### src/rtl/hb_interp_sequencer.sv
// Rate/phase sequencer for the x2 halfband interpolator cascade: per-stage clock enables,
// input ready strobe, flush/drain phases and sticky underrun. Optional sample counter: HB_SEQ_SAMPLE_CNT_EN.
module hb_interp_sequencer #(
    parameter int g_stages       = 3,
    parameter int g_flush_cycles = 16
) (
    input  logic                clock,
    input  logic                reset,
    input  logic                io_en,
    input  logic [1:0]          io_mode,
    input  logic                io_in_valid,
    output logic                io_in_ready,
    output logic [g_stages-1:0] io_stage_ce,
    output logic                io_out_valid,
    output logic                io_busy,
    output logic                io_underrun,
    output logic [1:0]          io_state
`ifdef HB_SEQ_SAMPLE_CNT_EN
    ,
    output logic [15:0]         io_sample_cnt
`endif
);

    typedef enum logic [1:0] {
        S_IDLE  = 2'd0,
        S_FLUSH = 2'd1,
        S_RUN   = 2'd2,
        S_DRAIN = 2'd3
    } state_t;

    localparam int FW = (g_flush_cycles < 2) ? 1 : $clog2(g_flush_cycles);
    localparam logic [FW-1:0] FLAST = FW'(g_flush_cycles - 1);

    state_t              r_state;
    logic [2:0]          r_cnt;
    logic [FW-1:0]       r_fcnt;
    logic [1:0]          r_mode;
    logic                r_ready;
    logic [g_stages-1:0] r_ce;
    logic                r_oval;
    logic                r_busy;
    logic                r_under;

    state_t              w_state_nxt;
    logic [2:0]          w_cnt_nxt;
    logic [2:0]          w_cnt_wrap;
    logic [FW-1:0]       w_fcnt_nxt;
    logic [1:0]          w_mode_nxt;
    logic                w_start;
    logic                w_flast;
    logic                w_ready_nxt;
    logic [g_stages-1:0] w_ce_nxt;
    logic                w_under_nxt;

    // Outputs are decoded from the next state so they line up with io_state.
    always_comb begin
        w_state_nxt = r_state;
        w_mode_nxt  = r_mode;
        w_fcnt_nxt  = r_fcnt;
        w_start     = 1'b0;
        w_flast     = (r_mode == 2'd0) || (r_fcnt == FLAST);
        w_cnt_wrap  = 3'((1 << r_mode) - 1);
        w_cnt_nxt   = 3'd0;
        w_ce_nxt    = '0;
        w_under_nxt = r_under;

        case (r_state)
            S_IDLE: begin
                if (io_en) begin
                    w_state_nxt = S_FLUSH;
                    w_mode_nxt  = io_mode;
                    w_fcnt_nxt  = '0;
                    w_start     = 1'b1;
                end
            end
            S_FLUSH: begin
                if (!io_en) begin
                    w_state_nxt = S_IDLE;
                    w_fcnt_nxt  = '0;
                end else if (w_flast) begin
                    w_state_nxt = S_RUN;
                    w_fcnt_nxt  = '0;
                end else begin
                    w_fcnt_nxt = r_fcnt + 1'b1;
                end
            end
            S_RUN: begin
                if (!io_en) begin
                    w_state_nxt = S_DRAIN;
                    w_fcnt_nxt  = '0;
                end
            end
            S_DRAIN: begin
                if (w_flast) begin
                    w_state_nxt = S_IDLE;
                    w_fcnt_nxt  = '0;
                end else begin
                    w_fcnt_nxt = r_fcnt + 1'b1;
                end
            end
            default: w_state_nxt = S_IDLE;
        endcase

        if (r_state != S_IDLE && w_state_nxt != S_IDLE && r_cnt != w_cnt_wrap) begin
            w_cnt_nxt = r_cnt + 3'd1;
        end

        w_ready_nxt = (w_state_nxt == S_FLUSH || w_state_nxt == S_RUN) && (w_cnt_nxt == 3'd0);

        // Stage k runs at 2^(k+1) times the input rate; the last active stage every cycle.
        for (int k = 0; k < g_stages; k++) begin
            if (w_state_nxt != S_IDLE && k < int'(w_mode_nxt)) begin
                if ((w_cnt_nxt & 3'((1 << (int'(w_mode_nxt) - 1 - k)) - 1)) == 3'd0) begin
                    w_ce_nxt[k] = 1'b1;
                end
            end
        end

        if (w_start) begin
            w_under_nxt = 1'b0;
        end else if (r_ready && !io_in_valid) begin
            w_under_nxt = 1'b1;
        end
    end

    always_ff @(posedge clock) begin
        if (reset) begin
            r_state <= S_IDLE;
            r_cnt   <= '0;
            r_fcnt  <= '0;
            r_mode  <= '0;
            r_ready <= 1'b0;
            r_ce    <= '0;
            r_oval  <= 1'b0;
            r_busy  <= 1'b0;
            r_under <= 1'b0;
        end else begin
            r_state <= w_state_nxt;
            r_cnt   <= w_cnt_nxt;
            r_fcnt  <= w_fcnt_nxt;
            r_mode  <= w_mode_nxt;
            r_ready <= w_ready_nxt;
            r_ce    <= w_ce_nxt;
            r_oval  <= (w_state_nxt == S_RUN) || (w_state_nxt == S_DRAIN);
            r_busy  <= (w_state_nxt != S_IDLE);
            r_under <= w_under_nxt;
        end
    end

`ifdef HB_SEQ_SAMPLE_CNT_EN
    logic [15:0] r_scnt;

    always_ff @(posedge clock) begin
        if (reset) begin
            r_scnt <= '0;
        end else if (w_start) begin
            r_scnt <= '0;
        end else if (r_ready && io_in_valid) begin
            r_scnt <= r_scnt + 16'd1;
        end
    end

    assign io_sample_cnt = r_scnt;
`endif

    assign io_in_ready  = r_ready;
    assign io_stage_ce  = r_ce;
    assign io_out_valid = r_oval;
    assign io_busy      = r_busy;
    assign io_underrun  = r_under;
    assign io_state     = r_state;

endmodule

### config.mk
export PLATFORM = sky130hd
export DESIGN_NAME = hb_interp_sequencer
export DESIGN_NICKNAME = d
export VERILOG_FILES = /design/src/rtl/hb_interp_sequencer.sv
export SDC_FILE = /design/constraint.sdc
export NUM_CORES = 1
export LEC_CHECK = 0
export ABC_AREA = 1
export CORE_UTILIZATION = 50
export CTS_BUF_LIST = sky130_fd_sc_hd__clkbuf_4 sky130_fd_sc_hd__clkbuf_8
export DETAILED_ROUTE_END_ITERATION = 10
export PLACE_DENSITY = 0.79
export SLEW_MARGIN = 20
export SYNTH_ARGS = -nofsm -noshare
export SYNTH_HDL_FRONTEND = slang
export SYNTH_SLANG_ARGS = --single-unit
### constraint.sdc
create_clock -name clock -period 2.45 [get_ports clock]
set_input_delay 0.49 -clock clock [delete_from_list [all_inputs] [get_ports clock]]
set_output_delay 0.49 -clock clock [all_outputs]
set_load 0.01 [all_outputs]
==> impl_metrics.yaml <==
die:
  fp.dieW_um: 49.1
  io_pins: 15
  die-area_sq_um: 2410
  start_util: 0.548
  fp.dieH_um: 49.1
  core_area_sq_um: 2020
  rows: 16
cts:
  cts_buffer_depth: 2
  cts_max_level: 1
  clkLatencyLatePin_ns: 0.31
  path_clk_slew_ns: 0.11
  cts_tree: "built"
  cts-root-buf: "clkbuf_4"
  postCtsSetupBuffers: 0
  cts_buffers: 3
  cts_resized: 0
  cts.sinks: 18
  hold_buffers: 0
global_routing:
  antenna_found_initial: 0
  grt_overflow: 0
  grt_pass1_vias: 1084
  grt_pass1_wl_um: 4540
  gr-usage-met1: 0.276
  grt-busiest-layer: "met2"
  grt_use_total: 0.242
  grt_use_met3: 0.0312
  grt_util_met2: 0.445
  grt_max_degree: 15
logic_synthesis:
  synthCells: 151
  yosys_warnings: 0
  synth_area_sq_um: 1110
  synth_area_per_cell_sq_um: 7.33
  synth_fp_nets: 171
  ys_seq_area_frac: 0.325
  ys.flop_type: "dfxtp_1"
  synthArstFlopShare: 0
  ys_seq_elements: 18
  yosysUniqueCellTypes: 26
  synth-edff-count: 0
sta:
  slew_violations: 0
  rsz0062_at_grt: "false"
  relSlewSlack: 0.635
  setup_viol_count_final: 0
  fin_skew_ns: 0.00552
  tns_ns: 0
  fmax_ghz: 0.452
  finalCriticalPeriod_ns: 2.21
  worst_slew_pin_slew_ns: 0.546
  hold_viol_final: 0
  hold_ws_ns: 0.496
  finalCritPeriodShare: 0.903
detailed_routing:
  drc: 0
  wl_per_cell_um: 11.7
  drtIter0Drc: 29
  drtAntennaViolNets: 0
  via_per_inst: 4.94
  dr.pass1.iters: 4
  wl_um: 2440
  num_vias: 1028
placed_design:
  gp_congestion: 0.828
  portBuffers: 14
  dp_hpwl_um: 1970
  placedCellCount: 204
final_layout:
  layoutNonFillerInstCount: 208
  register_area_sq_um: 360
  multiInputGateArea_sq_um: 646
  n_fill_cell: 166
  finalNetCount: 202
  drive_above_1_share: 0.160
  diodes: 0
  area_delta_synth_final_pct: 27.5
worst_hold_path:
  hold_path.class: "flip-flop to flip-flop"
  worstHoldStart: "r_fcnt[1]$_SDFFE_PP0P_"
setup_path:
  crit_path_max_fanout: 5
  crit_end: "io_stage_ce[1]$_SDFF_PP0_"
  r2r-start: "io_state[0]$_SDFF_PP0_"
  crit_type: "input pin to flip-flop"
  required_ns: 2.67
  end_kind: "flip-flop"
  rrSetupSlack_ns: 0.37
  cp_data_arrival_time_ns: 2.43
  worstSetupStartpoint: "io_en"
  critPathLaunchType: "input pin"
  r2r_end: "io_stage_ce[1]$_SDFF_PP0_"
  r2r_cells: 14
run_status:
  outcome: "completed"
power:
  p_per_area_nw_per_um2: 555
  ir_drop_v: 0.000343
  leakage_uw: 0.000680
job:
  maxCapViolations: 0
[cell type report]
type / instances / area share
clock buffers: 4 / 0.0257
inverters: 26 / 0.0691
multi-input cells: 106 / 0.457
flip-flops and latches: 18 / 0.255
well taps: 27 / 0.0239
repair buffers: 27 / 0.168
[cells in the final DEF, fill, tap and decap left out, drive strengths merged]
cell | Yosys | final
nand2 | 32 | 32
o2111ai | 1 | 1
nand4 | 4 | 4
nand3 | 10 | 10
xnor2 | 1 | 1
xor2 | 1 | 1
inv | 26 | 26
clkdlybuf4s50 | 0 | 14
a21oi | 5 | 5
buf | 0 | 13
a211oi | 1 | 1
and3 | 2 | 2
nor3b | 1 | 1
o21ai | 4 | 4
dfxtp | 18 | 18
nor3 | 7 | 7
nor2 | 22 | 22
ha | 14 | 14
clkbuf | 1 | 4
nand3b | 1 | 1
[power by group]
part / switching [uW] / internal (uW)
logic: 142 / 123
registers: 14.0 / 311
clock network: 102 / 90.8
[state kept, by name, indices dropped and copies added (netlist names)]
name          flops
r_mode            2
r_cnt             3
io_in_ready       1
io_underrun       1
r_fcnt            4
io_out_valid      1
io_stage_ce       3
io_state          2
io_busy           1
[routing by layer]
| layer | share of wire | wire length [um] | up-vias |
|---|---|---|---|
| li1 | - | - | 537 |
| met1 | 0.44 | 1070 | 466 |
| met2 | 0.50 | 1230 | 20 |
| met3 | 0.038 | 92 | 5 |
| met4 | 0.017 | 42 | 0 |
| met5 | 0 | 0 | - |
[synth_stat cells, types with 3 or more instances]
library cell / number / share of area
nand2_1: 29 / 0.098
inv_1: 25 / 0.085
dfxtp_1: 18 / 0.33
nor2_1: 18 / 0.061
ha_1: 14 / 0.16
nand3_1: 9 / 0.041
a21oi_1: 5 / 0.023
nor3_1: 5 / 0.023
nand4_1: 4 / 0.023
o21ai_0: 4 / 0.018
nor2_2: 3 / 0.017
[through the flow]
stage | total power, uW | instance area (sq um) | utilization | worst slack [ns]
after floorplan | 479 | 1110 | - | 0.395
after global placement | 581 | 1380 | 0.680 | -0.000761
after detailed placement | 594 | 1380 | 0.680 | -0.0881
after CTS | 784 | 1410 | 0.698 | 0.238
after global routing | 830 | 1410 | 0.698 | 0.0736
final | 783 | 1410 | 0.698 | 0.238
[worst max-delay path, stage by stage]
cell and delay, ns:
clkdlybuf4s50_1 0.47, buf_4 0.14, nand3b_1 0.10, nand2_1 0.15
inv_1 0.08, ha_1 0.20, inv_1 0.08, ha_1 0.23
nor2_1 0.14, nand3_1 0.11, nand2_1 0.06, inv_1 0.03
nor2_1 0.09, nor2_1 0.05
[kinds of logic after synthesis]
kind of cell,synth area share
xor gates and xnor gates,0.0158
and+or+nand+nor,0.354
adders and majority gates,0.158
AOI/OAI and AO/OA,0.0554
buffers and inverters,0.0915
DFF,0.325
[worst min path at each step]
stage                                     to  slack (ns)  cells past startpoint
floorplan             r_fcnt[1]$_SDFFE_PP0P_        0.45                      2
global placement    io_underrun$_SDFFE_PP0P_        0.46                      2
detailed placement  io_underrun$_SDFFE_PP0P_        0.48                      2
CTS                   r_fcnt[0]$_SDFFE_PP0P_        0.50                      1
global route          r_fcnt[0]$_SDFFE_PP0P_        0.54                      1
finish                r_fcnt[1]$_SDFFE_PP0P_        0.50                      2
No activity file was read; power rests on OpenSTA's default activity.
